--- src/rtl/sync_fifo_gen.sv ---
// Parametrised single-clock FIFO.
// Any DEPTH >= 2, including non-power-of-two, using wrap-around pointers.
// Provides almost-full and almost-empty thresholds, an occupancy count,
// a synchronous flush, overflow/underflow pulses, and a choice of
// registered or first-word-fall-through read.
module sync_fifo_gen #(
    parameter int DATA_WIDTH = 16,
    parameter int DEPTH      = 8,
    parameter int AF_THRESH  = DEPTH - 2,
    parameter int AE_THRESH  = 2,
    parameter bit FWFT       = 1'b0,
    localparam int CNT_WIDTH = $clog2(DEPTH + 1)
) (
    input  logic                  clk,
    input  logic                  reset_n,
    input  logic                  flush,
    input  logic                  write_en,
    input  logic [DATA_WIDTH-1:0] data_in,
    input  logic                  read_en,
    output logic [DATA_WIDTH-1:0] data_out,
    output logic                  full,
    output logic                  empty,
    output logic                  almost_full,
    output logic                  almost_empty,
    output logic                  overflow,
    output logic                  underflow,
    output logic [CNT_WIDTH-1:0]  count
);

    localparam int PTR_W = (DEPTH > 1) ? $clog2(DEPTH) : 1;

    localparam logic [PTR_W-1:0]     PTR_MAX = PTR_W'(DEPTH - 1);
    localparam logic [CNT_WIDTH-1:0] CNT_MAX = CNT_WIDTH'(DEPTH);
    localparam logic [CNT_WIDTH-1:0] AF_C    = CNT_WIDTH'(AF_THRESH);
    localparam logic [CNT_WIDTH-1:0] AE_C    = CNT_WIDTH'(AE_THRESH);

    // Parameter legality is checked at elaboration. This stops a bad instance
    // before it can silently misbehave.
    generate
        if (DEPTH < 2) begin : g_bad_depth
            $error("sync_fifo_gen: DEPTH must be >= 2");
        end
        if (AF_THRESH < 1 || AF_THRESH > DEPTH) begin : g_bad_af
            $error("sync_fifo_gen: AF_THRESH must be in 1..DEPTH");
        end
        if (AE_THRESH < 0 || AE_THRESH > DEPTH - 1) begin : g_bad_ae
            $error("sync_fifo_gen: AE_THRESH must be in 0..DEPTH-1");
        end
    endgenerate

    logic [DATA_WIDTH-1:0] mem [DEPTH];

    logic [PTR_W-1:0]      wr_ptr_q, wr_ptr_d;
    logic [PTR_W-1:0]      rd_ptr_q, rd_ptr_d;
    logic [CNT_WIDTH-1:0]  count_q,  count_d;
    logic [DATA_WIDTH-1:0] dout_q,   dout_d;
    logic                  ovf_q,    ovf_d;
    logic                  udf_q,    udf_d;
    logic                  full_q,   full_d;
    logic                  empty_q,  empty_d;
    logic                  af_q,     af_d;
    logic                  ae_q,     ae_d;

    logic rd_acc;
    logic wr_acc;
    logic mem_we;

    // Pointer increment with an explicit wrap.
    // A power-of-two rollover cannot be used because DEPTH may be any integer.
    function automatic logic [PTR_W-1:0] ptr_inc(input logic [PTR_W-1:0] p);
        return (p == PTR_MAX) ? '0 : p + PTR_W'(1);
    endfunction

    // Accept decisions use only registered flags.
    // A write into a full FIFO is allowed when a read frees a slot in the same cycle.
    always_comb begin
        rd_acc = read_en && !empty_q;
        wr_acc = write_en && (!full_q || rd_acc);
        mem_we = reset_n && !flush && wr_acc;
    end

    // Next-state logic for the pointers, the count, the read data and the pulses.
    always_comb begin
        wr_ptr_d = wr_ptr_q;
        rd_ptr_d = rd_ptr_q;
        count_d  = count_q;
        dout_d   = dout_q;
        ovf_d    = 1'b0;
        udf_d    = 1'b0;

        if (flush) begin
            wr_ptr_d = '0;
            rd_ptr_d = '0;
            count_d  = '0;
            dout_d   = '0;
        end else begin
            if (wr_acc) begin
                wr_ptr_d = ptr_inc(wr_ptr_q);
            end
            if (rd_acc) begin
                rd_ptr_d = ptr_inc(rd_ptr_q);
                if (!FWFT) begin
                    dout_d = mem[rd_ptr_q];
                end
            end

            unique case ({wr_acc, rd_acc})
                2'b10:   count_d = count_q + CNT_WIDTH'(1);
                2'b01:   count_d = count_q - CNT_WIDTH'(1);
                default: count_d = count_q;
            endcase

            ovf_d = write_en && !wr_acc;
            udf_d = read_en && empty_q;
        end
    end

    // Flags are registered from the next count.
    // They are therefore glitch-free, and they never depend on this cycle's requests.
    always_comb begin
        full_d  = (count_d == CNT_MAX);
        empty_d = (count_d == '0);
        af_d    = (count_d >= AF_C);
        ae_d    = (count_d <= AE_C);
    end

    // State register with synchronous active-low reset.
    always_ff @(posedge clk) begin
        if (!reset_n) begin
            wr_ptr_q <= '0;
            rd_ptr_q <= '0;
            count_q  <= '0;
            dout_q   <= '0;
            ovf_q    <= 1'b0;
            udf_q    <= 1'b0;
            full_q   <= 1'b0;
            empty_q  <= 1'b1;
            af_q     <= 1'b0;
            ae_q     <= 1'b1;
        end else begin
            wr_ptr_q <= wr_ptr_d;
            rd_ptr_q <= rd_ptr_d;
            count_q  <= count_d;
            dout_q   <= dout_d;
            ovf_q    <= ovf_d;
            udf_q    <= udf_d;
            full_q   <= full_d;
            empty_q  <= empty_d;
            af_q     <= af_d;
            ae_q     <= ae_d;
        end
    end

    // Storage write. The array is deliberately left out of reset so it can map onto RAM.
    always_ff @(posedge clk) begin
        if (mem_we) begin
            mem[wr_ptr_q] <= data_in;
        end
    end

    // Output mux.
    // FWFT shows the head word whenever the FIFO is non-empty.
    // Registered mode presents the word captured at the last accepted read.
    always_comb begin
        if (FWFT) begin
            data_out = empty_q ? '0 : mem[rd_ptr_q];
        end else begin
            data_out = dout_q;
        end
        full         = full_q;
        empty        = empty_q;
        almost_full  = af_q;
        almost_empty = ae_q;
        overflow     = ovf_q;
        underflow    = udf_q;
        count        = count_q;
    end

endmodule

--- config.mk ---
export PLATFORM = sky130hd
export DESIGN_NAME = sync_fifo_gen
export DESIGN_NICKNAME = d
export VERILOG_FILES = /design/src/rtl/sync_fifo_gen.sv
export SDC_FILE = /design/constraint.sdc
export NUM_CORES = 1
export LEC_CHECK = 0
export ABC_AREA = 0
export CAP_MARGIN = 20
export CORE_MARGIN = 1.5
export CORE_UTILIZATION = 30
export DETAILED_ROUTE_END_ITERATION = 8
export HOLD_SLACK_MARGIN = 0.1
export PLACE_DENSITY = 0.59
export SKIP_CTS_REPAIR_TIMING = 1
export SYNTH_ARGS = -nofsm -noshare
export SYNTH_HDL_FRONTEND = slang
export SYNTH_SLANG_ARGS = --single-unit
--- constraint.sdc ---
create_clock -name clk -period 3 [get_ports clk]
set_input_delay 0.9 -clock clk [delete_from_list [all_inputs] [get_ports clk]]
set_output_delay 0.9 -clock clk [all_outputs]
set_load 0.03 [all_outputs]
==> metrics.txt <==
crit-path cells clkdlybuf4s50_1 -> nand2b_4 -> inv_2 -> o21ai_2 -> ha_1 -> xor2_1 -> ha_1 -> a21oi_1 -> xnor2_1 -> nor4_1 -> a311oi_1 -> a21oi_1; clk slew on worst S/H paths 0.06 ns; die area 0.0213 sq mm; Initial Utilization 30.4%; core area 0.0202 sq mm; share of cells above drive strength 1 23.1%; Worst-Margin Slew 0.518 ns; CTS tree yes; DIE WIDTH 146 um; Remaining DRCs 0; Period Utilization, post-route 90.9%; fmax 0.367 GHz; crit path kind input port to register; Final min period 2.73 ns; status finished clean; Clock Sinks 160; path depth of the worst reg2reg path 11; Chip Height 146 um; nets 435; maxcap violations 0; Hold Path Depth 2; startpoint type of the worst setup path input port; routed wire length 12.1 mm; CP Depth 12; placed wire-length estimate 7.60 mm; Inst Count DP 658; antenna viol nets, final 0; io pins 47; internal power 3.87 mW; Final Setup Violations 0; grt total ovfl 0; switching power 0.970 mW; GRT Total Usage 12.2%; fin worst setup slack 0.273 ns; skew final 0.00879 ns; critical path arrival 3.03 ns; GP Congestion 0.724; Crit path buffers/inverters 2; Slew headroom 65.5%; Final Hold Vio Count 0; crit end category register; Cell variety after synth 37; commonest non-fill, non-tap cell in the layout edfxtp_1; flop and latch count out of synthesis 160; gate count of the mapped netlist 332; ANT cells 0; vias in the first global route 3315; Ys Warns 0; Slowest-stage cell, CP clkdlybuf4s50_1; Hold Crit Class register to register; commonest non-fill, non-tap cells in the layout edfxtp_1, clkdlybuf4s50_1, mux4_2, dfxtp_1, a21oi_1; largest net degree at the start of global routing 36; syn_area_per_cell 18.5 sq um; Max clock buf depth 2; synthesis-to-finish area growth 25.2%; Slowest Stage Delay on Critical Path 0.52 ns; IO Port Bufs 46; row count 52; P_leak 2.50 nW; GR peak layer met2; DRT iter0 DRCs 215; Power Dens Cells 629 mW/mm^2; cell area after synthesis 0.00613 sq mm; final non-filler cell total 690; Async S/R FF share, synth 0%; combinational power share 4.0%; Top FF cell, synth edfxtp_1; Clk pwr share 45.8%; Top delay family on crit path compound AO/OA/AOI/OAI gates; routed via count 3140; first-pass GRT wire length 19.2 mm; Power Total 4.83 mW; TritonRoute pass-1 iters 4; cts bufs inserted 17; vias per cell 4.55; Post-Syn Nets 360; RSZ-0062 raised after global routing no; worst skew pair latency 0.42 ns; number of flops mapped to enable cells by yosys 128; GRT met2 Usage 19.3%; initial antenna violation count 0; Reg power frac 50.2%; Net Sw Frac 20.1%; VDD IR max 0.000344 V; met3 GRT Util 3.61%; fin. max-slew vios 0; CTS HTree Levels 4; met1 Use GR 16.3%; post-synthesis sequential area ratio 73.1%; worst endpoint required time 3.30 ns; Place WS -0.119 ns; CP Max Fanout 4; root buffer cell clkbuf_16; WL/cell 17.5 um
-- worst paths after layout --
kind | start | slack [ns] | to
min | full | 0.49 | overflow
min reg2reg | full | 0.49 | overflow
max reg2reg | empty | 0.87 | empty
max | read_en | 0.27 | empty
-- kinds of logic after synthesis --
family / Yosys count / share of synthesized area (%)
xor+xnor: 4 / 0.571
flops: 160 / 73.1
buf+inv: 19 / 2.08
fa+ha+maj: 7 / 1.43
mux: 51 / 14.9
simple gates: 45 / 3.83
compound gates: 46 / 4.08
-- stage by stage --
stage	hold slack [ns]	TNS (ns)	util [%]	instance area (sq um)
final	0.485	0	38.1	7680
after global routing	0.522	0	38.1	7680
after CTS	0.492	0	38.1	7680
after detailed placement	0.483	-0.229	35.0	7070
after global placement	0.499	-0.196	35.0	7070
after floorplan	0.523	0	-	6130
-- cell type report --
type / instances / area [sq um]
inverters: 3 / 11.3
fillers: 1863 / 12500
clock inverters: 11 / 154
multi-input cells: 153 / 1530
flip-flops and latches: 160 / 4490
repair buffers: 72 / 706
clock buffers: 21 / 460
well taps: 270 / 338
-- state kept, by name, indices dropped and copies added (netlist names), 3 cells and up --
register	count
count	4
mem	128
wr_ptr_q	3
data_out	16
rd_ptr_q	3
-- power groups by stage --
| stage | clock network [mW] | logic, mW | registers (mW) |
|---|---|---|---|
| after global placement | 0 | 0.190 | 2.47 |
| after floorplan | 0 | 0.0816 | 2.49 |
| final | 2.21 | 0.195 | 2.43 |
| after detailed placement | 0 | 0.197 | 2.47 |
| after global routing | 2.35 | 0.213 | 2.43 |
| after CTS | 2.26 | 0.198 | 2.43 |
-- synth_stat cells (3+ instances only) --
master	n	area, sq um
nor3_1	5	25.0
xor2_1	3	26.3
dfxtp_1	32	641
o21ai_0	16	80.1
a21oi_1	23	115
mux4_2	32	721
mux2i_1	18	180
clkbuf_1	5	18.8
buf_2	7	35.0
ha_1	7	87.6
nand2b_1	4	25.0
nand2_1	8	30.0
edfxtp_1	128	3840
nor2_1	15	56.3
nor2b_1	3	18.8
-- routing by layer --
| layer | routed length [um] | share of wire (%) | vias up |
|---|---|---|---|
| met4 | 142 | 1.2 | 0 |
| met2 | 5880 | 49 | 68 |
| li1 | - | - | 1465 |
| met5 | 0 | 0 | - |
| met3 | 560 | 4.6 | 12 |
| met1 | 5510 | 46 | 1595 |
-- worst register-to-register path: cells and delay by family, from the launching register on --
family	cells	cell delay, ns
compound gates	4	0.64
buf+inv	1	0.08
flops	1	0.33
fa+ha+maj	2	0.39
xor+xnor	2	0.34
simple gates	2	0.22
(Power assumes the default switching activity.)
